==> config.mk <==
export PLATFORM = sky130hd
export DESIGN_NAME = mem_access_ctrl
export DESIGN_NICKNAME = d
export VERILOG_FILES = /design/src/rtl/mem_access_pkg.sv /design/src/rtl/mem_access_ctrl_lat_counter.sv /design/src/rtl/mem_access_ctrl.sv
export SDC_FILE = /design/constraint.sdc
export NUM_CORES = 1
export LEC_CHECK = 0
export ABC_CLOCK_PERIOD_IN_PS = 3300
export CAP_MARGIN = 20
export CORE_AREA = 2 2 96 98
export DETAILED_ROUTE_END_ITERATION = 16
export DIE_AREA = 0 0 98 100
export GPL_TIMING_DRIVEN = 0
export PLACE_DENSITY = 0.89
export SLEW_MARGIN = 20
export SYNTH_ARGS = -nofsm -noshare
export SYNTH_HDL_FRONTEND = slang
export SYNTH_SLANG_ARGS = --single-unit
==> constraint.sdc <==
create_clock -name clk -period 3.3 [get_ports clk]
set_input_delay 0.99 -clock clk [delete_from_list [all_inputs] [get_ports clk]]
set_output_delay 0.99 -clock clk [all_outputs]
set_load 0.02 [all_outputs]
==> src/rtl/mem_access_pkg.sv <==
// Shared types and helpers for the memory access sequencer.
// State encoding, word offset and parameter range checks.
package mem_access_pkg;

    typedef enum logic [2:0] {
        IDLE,
        ERR,
        WRITE,
        DONE_W,
        READ,
        WAIT,
        CAPTURE,
        DONE_R
    } state_t;

    localparam int WORD_OFS = 2;
    localparam int LAT_MIN  = 1;
    localparam int LAT_MAX  = 7;

    function automatic bit rd_lat_ok(input int lat);
        return (lat >= LAT_MIN) && (lat <= LAT_MAX);
    endfunction

    // Misaligned word access, or any byte address past the BRAM capacity.
    function automatic logic addr_bad(
        input logic [31:0] a,
        input int          aw
    );
        logic mis;
        logic oor;
        mis = (a[WORD_OFS-1:0] != '0);
        oor = ((a >> (aw + WORD_OFS)) != 32'd0);
        return mis | oor;
    endfunction

endpackage

==> src/rtl/mem_access_ctrl_lat_counter.sv <==
// Read latency counter for the memory access sequencer.
// 3-bit loadable down-counter that stops at zero.
module lat_counter (
    input  logic       clk,
    input  logic       rstn,
    input  logic       load,
    input  logic [2:0] load_val,
    input  logic       dec,
    output logic       zero
);

    logic [2:0] cnt;

    // Load wins over decrement; never wraps below zero.
    always_ff @(posedge clk or negedge rstn) begin
        if (!rstn) begin
            cnt <= 3'd0;
        end else if (load) begin
            cnt <= load_val;
        end else if (dec && (cnt != 3'd0)) begin
            cnt <= cnt - 3'd1;
        end
    end

    assign zero = (cnt == 3'd0);

endmodule

==> src/rtl/mem_access_ctrl.sv <==
// Multicycle sequencer between core datapath and single-port BRAM.
// Validates each request, drives BRAM timing and registers read data.
module mem_access_ctrl
    import mem_access_pkg::*;
#(
    parameter int DATA_W = 32,
    parameter int MEM_AW = 15,
    parameter int RD_LAT = 2
) (
    input  logic              clk,
    input  logic              rstn,
    input  logic              req,
    input  logic              we,
    input  logic [31:0]       addr,
    input  logic [DATA_W-1:0] wdata,
    output logic              busy,
    output logic              done,
    output logic              rvalid,
    output logic [DATA_W-1:0] rdata,
    output logic              err,
    output logic              mem_en,
    output logic              mem_we,
    output logic [MEM_AW-1:0] mem_addr,
    output logic [DATA_W-1:0] mem_din,
    input  logic [DATA_W-1:0] mem_dout
);

    if (!rd_lat_ok(RD_LAT)) begin : g_bad_lat
        $error("mem_access_ctrl: RD_LAT must be within 1..7");
    end

    state_t state;
    logic   idle_like;
    logic   accept;
    logic   bad;
    logic   is_wr;
    logic   is_rd;
    logic   cnt_load;
    logic   cnt_dec;
    logic   cnt_zero;

    // Requests are only taken in states where busy is low.
    assign idle_like = (state == IDLE) ||
                       (state == DONE_W) ||
                       (state == DONE_R);
    assign accept    = req && idle_like;
    assign bad       = addr_bad(addr, MEM_AW);
    assign is_wr     = !bad && we;
    assign is_rd     = !bad && !we;
    assign cnt_load  = accept && is_rd;
    assign cnt_dec   = (state == READ) || (state == WAIT);

    lat_counter u_lat (
        .clk      (clk),
        .rstn     (rstn),
        .load     (cnt_load),
        .load_val (3'(RD_LAT - 1)),
        .dec      (cnt_dec),
        .zero     (cnt_zero)
    );

    // Sequencer with all outputs registered from the next-state decision.
    always_ff @(posedge clk or negedge rstn) begin
        if (!rstn) begin
            state    <= IDLE;
            busy     <= 1'b0;
            done     <= 1'b0;
            rvalid   <= 1'b0;
            err      <= 1'b0;
            mem_en   <= 1'b0;
            mem_we   <= 1'b0;
            mem_addr <= '0;
            mem_din  <= '0;
            rdata    <= '0;
        end else begin
            done   <= 1'b0;
            rvalid <= 1'b0;
            err    <= 1'b0;
            mem_en <= 1'b0;
            mem_we <= 1'b0;
            unique case (state)
                IDLE, DONE_W, DONE_R: begin
                    busy  <= 1'b0;
                    state <= IDLE;
                    if (accept) begin
                        busy     <= 1'b1;
                        mem_addr <= addr[WORD_OFS +: MEM_AW];
                        mem_din  <= wdata;
                        unique case (1'b1)
                            bad: begin
                                state <= ERR;
                                done  <= 1'b1;
                                err   <= 1'b1;
                            end
                            is_wr: begin
                                state  <= WRITE;
                                mem_en <= 1'b1;
                                mem_we <= 1'b1;
                            end
                            is_rd: begin
                                state  <= READ;
                                mem_en <= 1'b1;
                            end
                        endcase
                    end
                end
                ERR: begin
                    state <= IDLE;
                    busy  <= 1'b0;
                end
                WRITE: begin
                    state <= DONE_W;
                    done  <= 1'b1;
                    busy  <= 1'b0;
                end
                READ, WAIT: begin
                    state <= cnt_zero ? CAPTURE : WAIT;
                end
                CAPTURE: begin
                    rdata  <= mem_dout;
                    state  <= DONE_R;
                    done   <= 1'b1;
                    rvalid <= 1'b1;
                    busy   <= 1'b0;
                end
                default: begin
                    state <= IDLE;
                    busy  <= 1'b0;
                end
            endcase
        end
    end

endmodule

## Yosys cells after proc, flatten, opt, wreduce, memory -nomap -nowiden

Index checks and enable logic that the tools add are counted.

| word-level totals | value |
|---|---|
| register bits after elaboration | 91 |
| input bits | 100 |
| output and inout bits | 85 |
| logic and storage cells | 62 |

| operators by class | value |
|---|---|
| add/subtract/negate cells | 1 |
| equality and inequality tests | 7 |
| multiplexer cells | 19 |
| bitwise operators | 1 |
| reduce and logical (&&, ||, !) cells | 23 |

Operators by type and width:

| operator | number |
|---|---|
| 32-bit nonzero test | 1 |
| 3-bit case mux with 5 select lines | 1 |
| 3-bit == test (second input constant) | 4 |
| 1-bit 2-to-1 mux | 11 |
| 3-bit 2-to-1 mux | 3 |
| 3-bit case mux with 3 select lines | 1 |
| 3-bit by 2-bit == test with 1-bit output (second input constant) | 2 |
| 3-bit logical NOT | 2 |
| 2-bit nonzero test | 3 |
| 2-bit OR reduction | 3 |
| 3-bit OR reduction | 2 |
| 1-bit logical AND | 5 |
| 1-bit case mux with 2 select lines | 2 |
| 3-bit by 1-bit == test with 1-bit output (second input constant) | 1 |
| 1-bit logical OR | 3 |
| 3-bit nonzero test | 1 |
| 3-bit by 1-bit subtractor with 3-bit output (second input constant) | 1 |
| 1-bit logical NOT | 2 |
| 2-bit 2-to-1 mux | 1 |
| 2-bit AND reduction | 1 |
| 1-bit bitwise OR | 1 |

## Longest topological paths before layout

Gate-level depths: netlist (run 1).

| depth | value |
|---|---|
| depth after elaboration | 8 |
| gate-level depth with buffers | 8 |
| depth with buffers taken out | 7 |

## By module

A second synthesis (run 1) with hierarchy kept.

| second synthesis, totals | value |
|---|---|
| cell total of the unflattened synthesis | 224 |
| area total of the unflattened synthesis | 3,709.8 µm² |

By module, submodules not included:

| module | times used | cells an instance | area each (µm²) | sequential area each (µm²) |
|---|---|---|---|---|
| mem_access_ctrl | 1 | 205 | 3,519.6 | 2,202.1 |
| lat_counter | 1 | 19 | 190.2 | 75.1 |

## Worst setup path after synthesis (run 1)

No wires, ideal clock.

| path | value |
|---|---|
| kind | input to register |
| start point | input port req |
| end point | register mem_addr[0] |
| data arrival time | 1.995 ns |
| setup slack | 1.180 ns |
| stages on the path | 4 |
| cell sequence | nor4b_2 a31oi_4 buf_6 mux2_4 |

| on the way | value |
|---|---|
| cells in the longest elaborated chain, start to end | 2 |

Ends and longest elaborated chain:

| element | line | text |
|---|---|---|
| from (decl) | mem_access_ctrl.sv:12 | `input logic req,` |
| 1-bit logical AND | mem_access_ctrl.sv:46 | `assign accept = req && idle_like;` |
| 2-bit AND reduction (no line) | - |  |
| to (signal assigned) | mem_access_ctrl.sv:87 | `mem_addr <= addr[WORD_OFS +: MEM_AW];` |
| to (decl) | mem_access_ctrl.sv:23 | `output logic [MEM_AW-1:0] mem_addr,` |

Every way passes these cells.
A chain may end at the register's enable or synchronous reset.

## Worst setup path in the final report (run 1)

| path | value |
|---|---|
| start point | input port req |
| end point | register mem_din[1] |

| on the way | value |
|---|---|
| cells in the longest elaborated chain, start to end | 2 |

Ends and longest elaborated chain:

| element | line | text |
|---|---|---|
| 1-bit logical AND | mem_access_ctrl.sv:46 |  |
| 2-bit AND reduction (no line) | - |  |
| to (signal assigned) | mem_access_ctrl.sv:88 | `mem_din <= wdata;` |
| to (decl) | mem_access_ctrl.sv:24 | `output logic [DATA_W-1:0] mem_din,` |

Every way passes these cells.

==> results.json, run 1 <==
{
  "diodes": 0,
  "status": "finished, final reports clean",
  "viasPerCell": 4.70,
  "fmax_ghz": 0.411,
  "relSlewSlack_pct": 57.1,
  "tritoncts": "done",
  "synth_ff_type": "dfrtp_1",
  "ant_nets": 0,
  "ys_warn_count": 0,
  "cts_setup_buffers": 0,
  "clock_latency_ns": 0.35,
  "slew_violations": 0,
  "n_fill_cell": 669,
  "avgSynthCellArea_sq_um": 16.8,
  "holdBufCountCts": 0,
  "total_power_mw": 2.75,
  "final_hold_viol_count": 0,
  "ys_seq_elements": 91,
  "async_reset_ff_share_pct": 100,
  "drtIter0Drc": 39,
  "syn-instance-count": 220,
  "seq_area_frac_synth_pct": 61.8,
  "crit_arrival_ns": 2.66,
  "die_area_sq_mm": 0.00980,
  "cts_resized": 0,
  "critPathRequiredTime_ns": 3.52,
  "totalWireLength_um": 8460,
  "clockBufferDepth": 2,
  "htree_levels": 3,
  "clkTransAtPathRegs_ns": 0.09,
  "fin_crit_sh_pct": 73.8,
  "timing.hold.ws_ns": 0.498,
  "drt_first_pass_iters": 4,
  "grt_usage_pct": 17.9,
  "cts_root_buffer": "clkbuf_8",
  "num-nets-final": 518,
  "powerDensity_mw_per_mm2": 467,
  "grt_pass1_wl_um": 13900,
  "setup_viol": 0,
  "synth_edf_count": 0,
  "maxCapViolations": 0,
  "wl_per_cell_um": 15.9,
  "grt_overflow_total": 0,
  "min_path_type": "flip-flop to flip-flop",
  "syn_nets": 322,
  "worst_slew_pin_slew_ns": 0.644,
  "startpoint_type": "input pin",
  "dr_total_vias": 2500,
  "antenna_found_initial": 0,
  "drive_gt1_share_pct": 26.4,
  "rsz0062_at_grt": "no",
  "drc": 0,
  "finalClockSkew_ns": 0.0101,
  "grt_max_degree": 51,
  "place_congestion": 0.751,
  "die_h_um": 100,
  "initial_core_util_pct": 41.5,
  "syn-cell-area_sq_mm": 0.00369,
  "crit_fanout": 10,
  "area_growth_pct": 59.7,
  "grt_pass1_vias": 2795,
  "io_pins": 185,
  "rows": 35,
  "cts_buffers": 9,
  "dp_hpwl_um": 6460,
  "worstSetupPathType": "input pin to flip-flop",
  "fp.dieW_um": 98,
  "io_buffers": 184,
  "min_period_ns": 2.43,
  "end_kind": "flip-flop",
  "cts.sinks": 91,
  "p_leak_nw": 2.60,
  "vdd_drop_max_mv": 0.233,
  "core_sq_mm": 0.00889,
  "synth.distinct_cells": 29
}
==> cell usage in the layout, fill, tap and decap left out <==
master and count:
nand2_2 1, nor4_1 3, nand2_1 4, clkinv_4 2
nor4_2 1, dfrtp_1 91, a22o_1 1, mux2_2 35
clkbuf_1 2, mux2_4 44, buf_6 5, nor3_4 1
inv_1 5, a21oi_1 4, nor2_1 5, nand3_1 1
clkbuf_8 10, a31oi_4 1, buf_4 1, buf_2 3
and2b_1 1, a221o_1 1, clkdlybuf4s50_1 183, buf_12 1
clkinvlp_4 2, nor2_2 1, nor4b_2 1, nor2b_1 2
xnor2_1 1, o21bai_1 1, ha_1 2, o21ai_0 1
bufinv_16 1, nor3_1 1, or3b_2 1, a21o_1 1
==> area by class of cell <==
class / instances / area, sq um / share of cell area, %
flip-flops and latches: 91 / 2280 / 38.7
repair buffers: 185 / 1860 / 31.6
multi-input cells: 115 / 1320 / 22.3
clock buffers: 11 / 141 / 2.40
well taps: 111 / 139 / 2.36
plain buffers: 9 / 75.1 / 1.27
clock inverters: 5 / 62.6 / 1.06
inverters: 5 / 18.8 / 0.319
==> worst max-delay path, stage by stage <==
cell and delay (ns):
clkdlybuf4s50_1 0.46, nor4b_2 0.20, a31oi_4 0.43, buf_6 0.25, mux2_4 0.32
==> synthesized netlist by cell type, types with 2 or more instances <==
master / instances / area (sq um)
buf_2: 3 / 15.0
mux2_2: 35 / 394
dfrtp_1: 91 / 2280
buf_6: 5 / 56.3
nor4_1: 3 / 18.8
a21oi_1: 4 / 20.0
mux2_4: 44 / 661
nor2_1: 5 / 18.8
inv_1: 5 / 18.8
nor2b_1: 2 / 12.5
ha_1: 2 / 25.0
nand2_1: 4 / 15.0
==> per-layer routing <==
layer | global-route usage (%) | vias up | part of all wire (%)
li1 | - | 1161 | -
met1 | 21.7 | 1217 | 40
met2 | 31.4 | 106 | 51
met3 | 3.90 | 16 | 6.2
met4 | 6.94 | 0 | 2.2
met5 | 0 | - | 0
==> stage by stage <==
| stage | setup TNS [ns] | utilization (%) | cell area [sq um] | instances | setup WS [ns] |
|---|---|---|---|---|---|
| 2_1_floorplan | 0 | - | 3690 | 220 | 1.18 |
| 3_3_place_gp | -173.92 | 63.8 | 5670 | 515 | -1.92 |
| 3_5_place_dp | 0 | 64.0 | 5690 | 516 | 0.525 |
| 4_1_cts | 0 | 66.2 | 5890 | 532 | 0.854 |
| 5_1_grt | 0 | 66.2 | 5890 | 532 | 0.828 |
| 6_report | 0 | 66.2 | 5890 | 532 | 0.866 |
==> registers in the layout, summed over array words and instances (netlist names) <==
register	count
mem_we	1
state	3
done	1
mem_addr	15
err	1
mem_din	32
busy	1
rdata	32
u_lat.cnt	3
mem_en	1
rvalid	1
==> path summary, 6_finish.rpt <==
kind / from / to / slack [ns] / cells past startpoint
hold reg to reg: busy / busy / 0.50 / 2
hold / removal: busy / busy / 0.50 / 2
max in group asynchronous: rstn / rdata[2] / 2.00 / 2
setup reg to reg: u_lat.cnt[0] / u_lat.cnt[0] / 1.48 / 7
min in group asynchronous: rstn / mem_din[10] / 0.65 / 1
setup / recovery: req / mem_din[1] / 0.87 / 5
==> cells by family after synthesis <==
family	Yosys count	synth area share [%]
AO/OA/AOI/OAI	10	2.17
multiplexers	79	28.6
flip-flops	91	61.8
AND/OR/NAND/NOR	23	4.00
adder cells (fa/ha/maj)	2	0.679
XOR/XNOR	1	0.238
buffers and inverters	14	2.54
==> power breakdown <==
group	switching, mW	internal [mW]
clock network	0.383	0.374
logic	0.281	0.428
registers	0.0609	1.22
Note: power is estimated with default switching activity, not from simulation.
==> run 2, diff against run 1 <==
--- a/config.mk
+++ b/config.mk
@@ -5,13 +5,13 @@
 export SDC_FILE = /design/constraint.sdc
 export NUM_CORES = 1
 export LEC_CHECK = 0
-export ABC_CLOCK_PERIOD_IN_PS = 3300
+export ABC_CLOCK_PERIOD_IN_PS = 2300
 export CAP_MARGIN = 20
-export CORE_AREA = 2 2 96 98
+export CORE_AREA = 2 2 100 102
 export DETAILED_ROUTE_END_ITERATION = 16
-export DIE_AREA = 0 0 98 100
+export DIE_AREA = 0 0 102 104
 export GPL_TIMING_DRIVEN = 0
-export PLACE_DENSITY = 0.89
+export PLACE_DENSITY = 0.83
 export SLEW_MARGIN = 20
 export SYNTH_ARGS = -nofsm -noshare
 export SYNTH_HDL_FRONTEND = slang
==> constraint.sdc (replaced) <==
create_clock -name clk -period 2.3 [get_ports clk]
set_input_delay 0.69 -clock clk [delete_from_list [all_inputs] [get_ports clk]]
set_output_delay 0.69 -clock clk [all_outputs]
set_load 0.02 [all_outputs]
==> run 2 against run 1 <==
Effect of this change: utilization decreased by 4.5 points; clock skew decreased by 0.0012 ns; sequential share of layout area decreased by 0.066 points; final area increased by 0.17%; critical endpoint is now mem_addr[10]; highest routed layer unchanged.
==> results.json, run 2 (synthesized netlist as in run 1, its figures left out) <==
{
  "status": "finished, final reports clean",
  "min_period_ns": 2.16,
  "drc": 0,
  "regArea_sq_mm": 0.00228,
  "min_path_type": "input pin to asynchronous set/reset pin",
  "grt_usage_pct": 16.4,
  "clock_latency_ns": 0.35,
  "drive_gt1_share_pct": 26.2,
  "worstRegToRegCells": 7,
  "grt_overflow_total": 0,
  "finalClockSkew_ns": 0.00890,
  "n_fill_cell": 759,
  "startpoint": "req",
  "antenna_found_initial": 0,
  "worstSetupPathType": "input pin to flip-flop",
  "ff2ff_setup_slack_ns": 0.45,
  "rsz0062_at_grt": "no",
  "dr_total_vias": 2508,
  "final_common_cell": "clkdlybuf4s50_1",
  "viasPerCell": 4.54,
  "drtIter0Drc": 55,
  "die_area_sq_mm": 0.0106,
  "cts_root_buffer": "clkbuf_8",
  "cts_buffers": 9,
  "relSlewSlack_pct": 63.4,
  "io_buffers": 184,
  "cts_setup_buffers": 0,
  "fin_crit_sh_pct": 94.0,
  "ant_nets": 0,
  "crit_fanout": 10,
  "p_leak_nw": 2.61,
  "htree_levels": 3,
  "critPathRequiredTime_ns": 2.53,
  "fmax_ghz": 0.463,
  "layout_common_cells": "183 x clkdlybuf4s50_1, 91 x dfrtp_1, 44 x mux2_4",
  "maxCapViolations": 0,
  "grt_pass1_vias": 2701,
  "core_sq_mm": 0.00955,
  "startpoint_type": "input pin",
  "clkTransAtPathRegs_ns": 0.09,
  "initial_core_util_pct": 38.6,
  "clockBufferDepth": 2,
  "r2r-end": "u_lat.cnt[0]",
  "end_kind": "flip-flop",
  "setup_viol": 0,
  "drt_first_pass_iters": 3,
  "grt_max_degree": 51,
  "preCtsSetupSlack_ns": -0.215,
  "worstReg2RegStart": "u_lat.cnt[0]",
  "die_h_um": 104,
  "rows": 36,
  "worst_slew_pin_slew_ns": 0.550,
  "final_hold_viol_count": 0,
  "setup_slack_ns": 0.138,
  "area_growth_pct": 60.0,
  "fp.dieW_um": 102,
  "powerDensity_mw_per_mm2": 653,
  "cts.sinks": 91,
  "grt_pass1_wl_um": 13500,
  "diodes": 0,
  "crit_arrival_ns": 2.39,
  "totalWireLength_um": 8540,
  "multi_input_area_sq_mm": 0.00132,
  "tritoncts": "done",
  "vdd_drop_max_mv": 0.284,
  "placed_area_sq_mm": 0.00572,
  "largestRegisters": "mem_din: 32 flops, rdata: 32 flops, mem_addr: 15 flops",
  "cts_resized": 0,
  "holdBufCountCts": 0,
  "slew_violations": 0,
  "tns_ns": 0,
  "place_congestion": 0.714,
  "wl_per_cell_um": 15.4,
  "io_pins": 185,
  "stdcell_area_sq_mm": 0.00590,
  "num-nets-final": 518,
  "dp_hpwl_um": 6590
}
run 2: cell count changes in the layout (fill, tap and decap cells not counted), sizes merged:
cell	before	now
clkinvlp	2	0
bufinv	1	0
clkbuf	12	14
run 2: area by class of cell:
class                           instances  share of cell area (%)
Buffer                                  9                    1.27
Multi-Input combinational cell        115                    22.3
Timing Repair Buffer                  185                    31.6
Inverter                                5                   0.318
Sequential cell                        91                    38.6
Clock buffer                           13                    2.86
Clock inverter                          2                   0.170
Tap cell                              133                    2.82
run 2: critical path: stages:
cell and delay (ns):
clkdlybuf4s50_1 0.47, nor4b_2 0.21, a31oi_4 0.44, buf_6 0.25, mux2_4 0.32
run 2: worst max-delay path by stage:
stage | to | slack, ns | cells past startpoint
floorplan | mem_addr[0] | 0.48 | 4
global placement | rdata[6] | -2.67 | 1
detailed placement | mem_addr[12] | -0.21 | 5
CTS | mem_addr[12] | 0.12 | 5
global route | mem_addr[12] | 0.08 | 5
finish | mem_addr[10] | 0.14 | 5
run 2: power by group:
part	switching, mW	internal (mW)
logic	0.403	0.615
registers	0.0878	1.75
clock network	0.520	0.474
total	1.01	2.84
run 2: per-layer routing:
metal	vias to the layer above	routed length, um	GRT usage, %	part of all wire (%)
li1	1163	-	-	-
met1	1243	3360	19.5	39
met2	93	4540	28.7	53
met3	9	537	3.70	6.3
met4	0	96	5.71	1.1
met5	-	0	0	0
run 2: per-stage QoR:
stage	hold WS (ns)	util, %	power (mW)	instances
floorplan	0.394	-	2.32	220
global placement	0.464	59.6	2.87	537
detailed placement	0.481	59.9	2.90	538
CTS	0.328	61.8	3.90	553
global route	0.347	61.8	4.02	553
finish	0.318	61.8	3.85	553
==> run 3, diff against run 2 <==
--- a/config.mk
+++ b/config.mk
@@ -12,7 +12,6 @@
 export DIE_AREA = 0 0 102 104
 export GPL_TIMING_DRIVEN = 0
 export PLACE_DENSITY = 0.83
-export SLEW_MARGIN = 20
 export SYNTH_ARGS = -nofsm -noshare
 export SYNTH_HDL_FRONTEND = slang
 export SYNTH_SLANG_ARGS = --single-unit
==> results of run 3 <==
Final layout, timing and power as in run 2 (identical DEF).
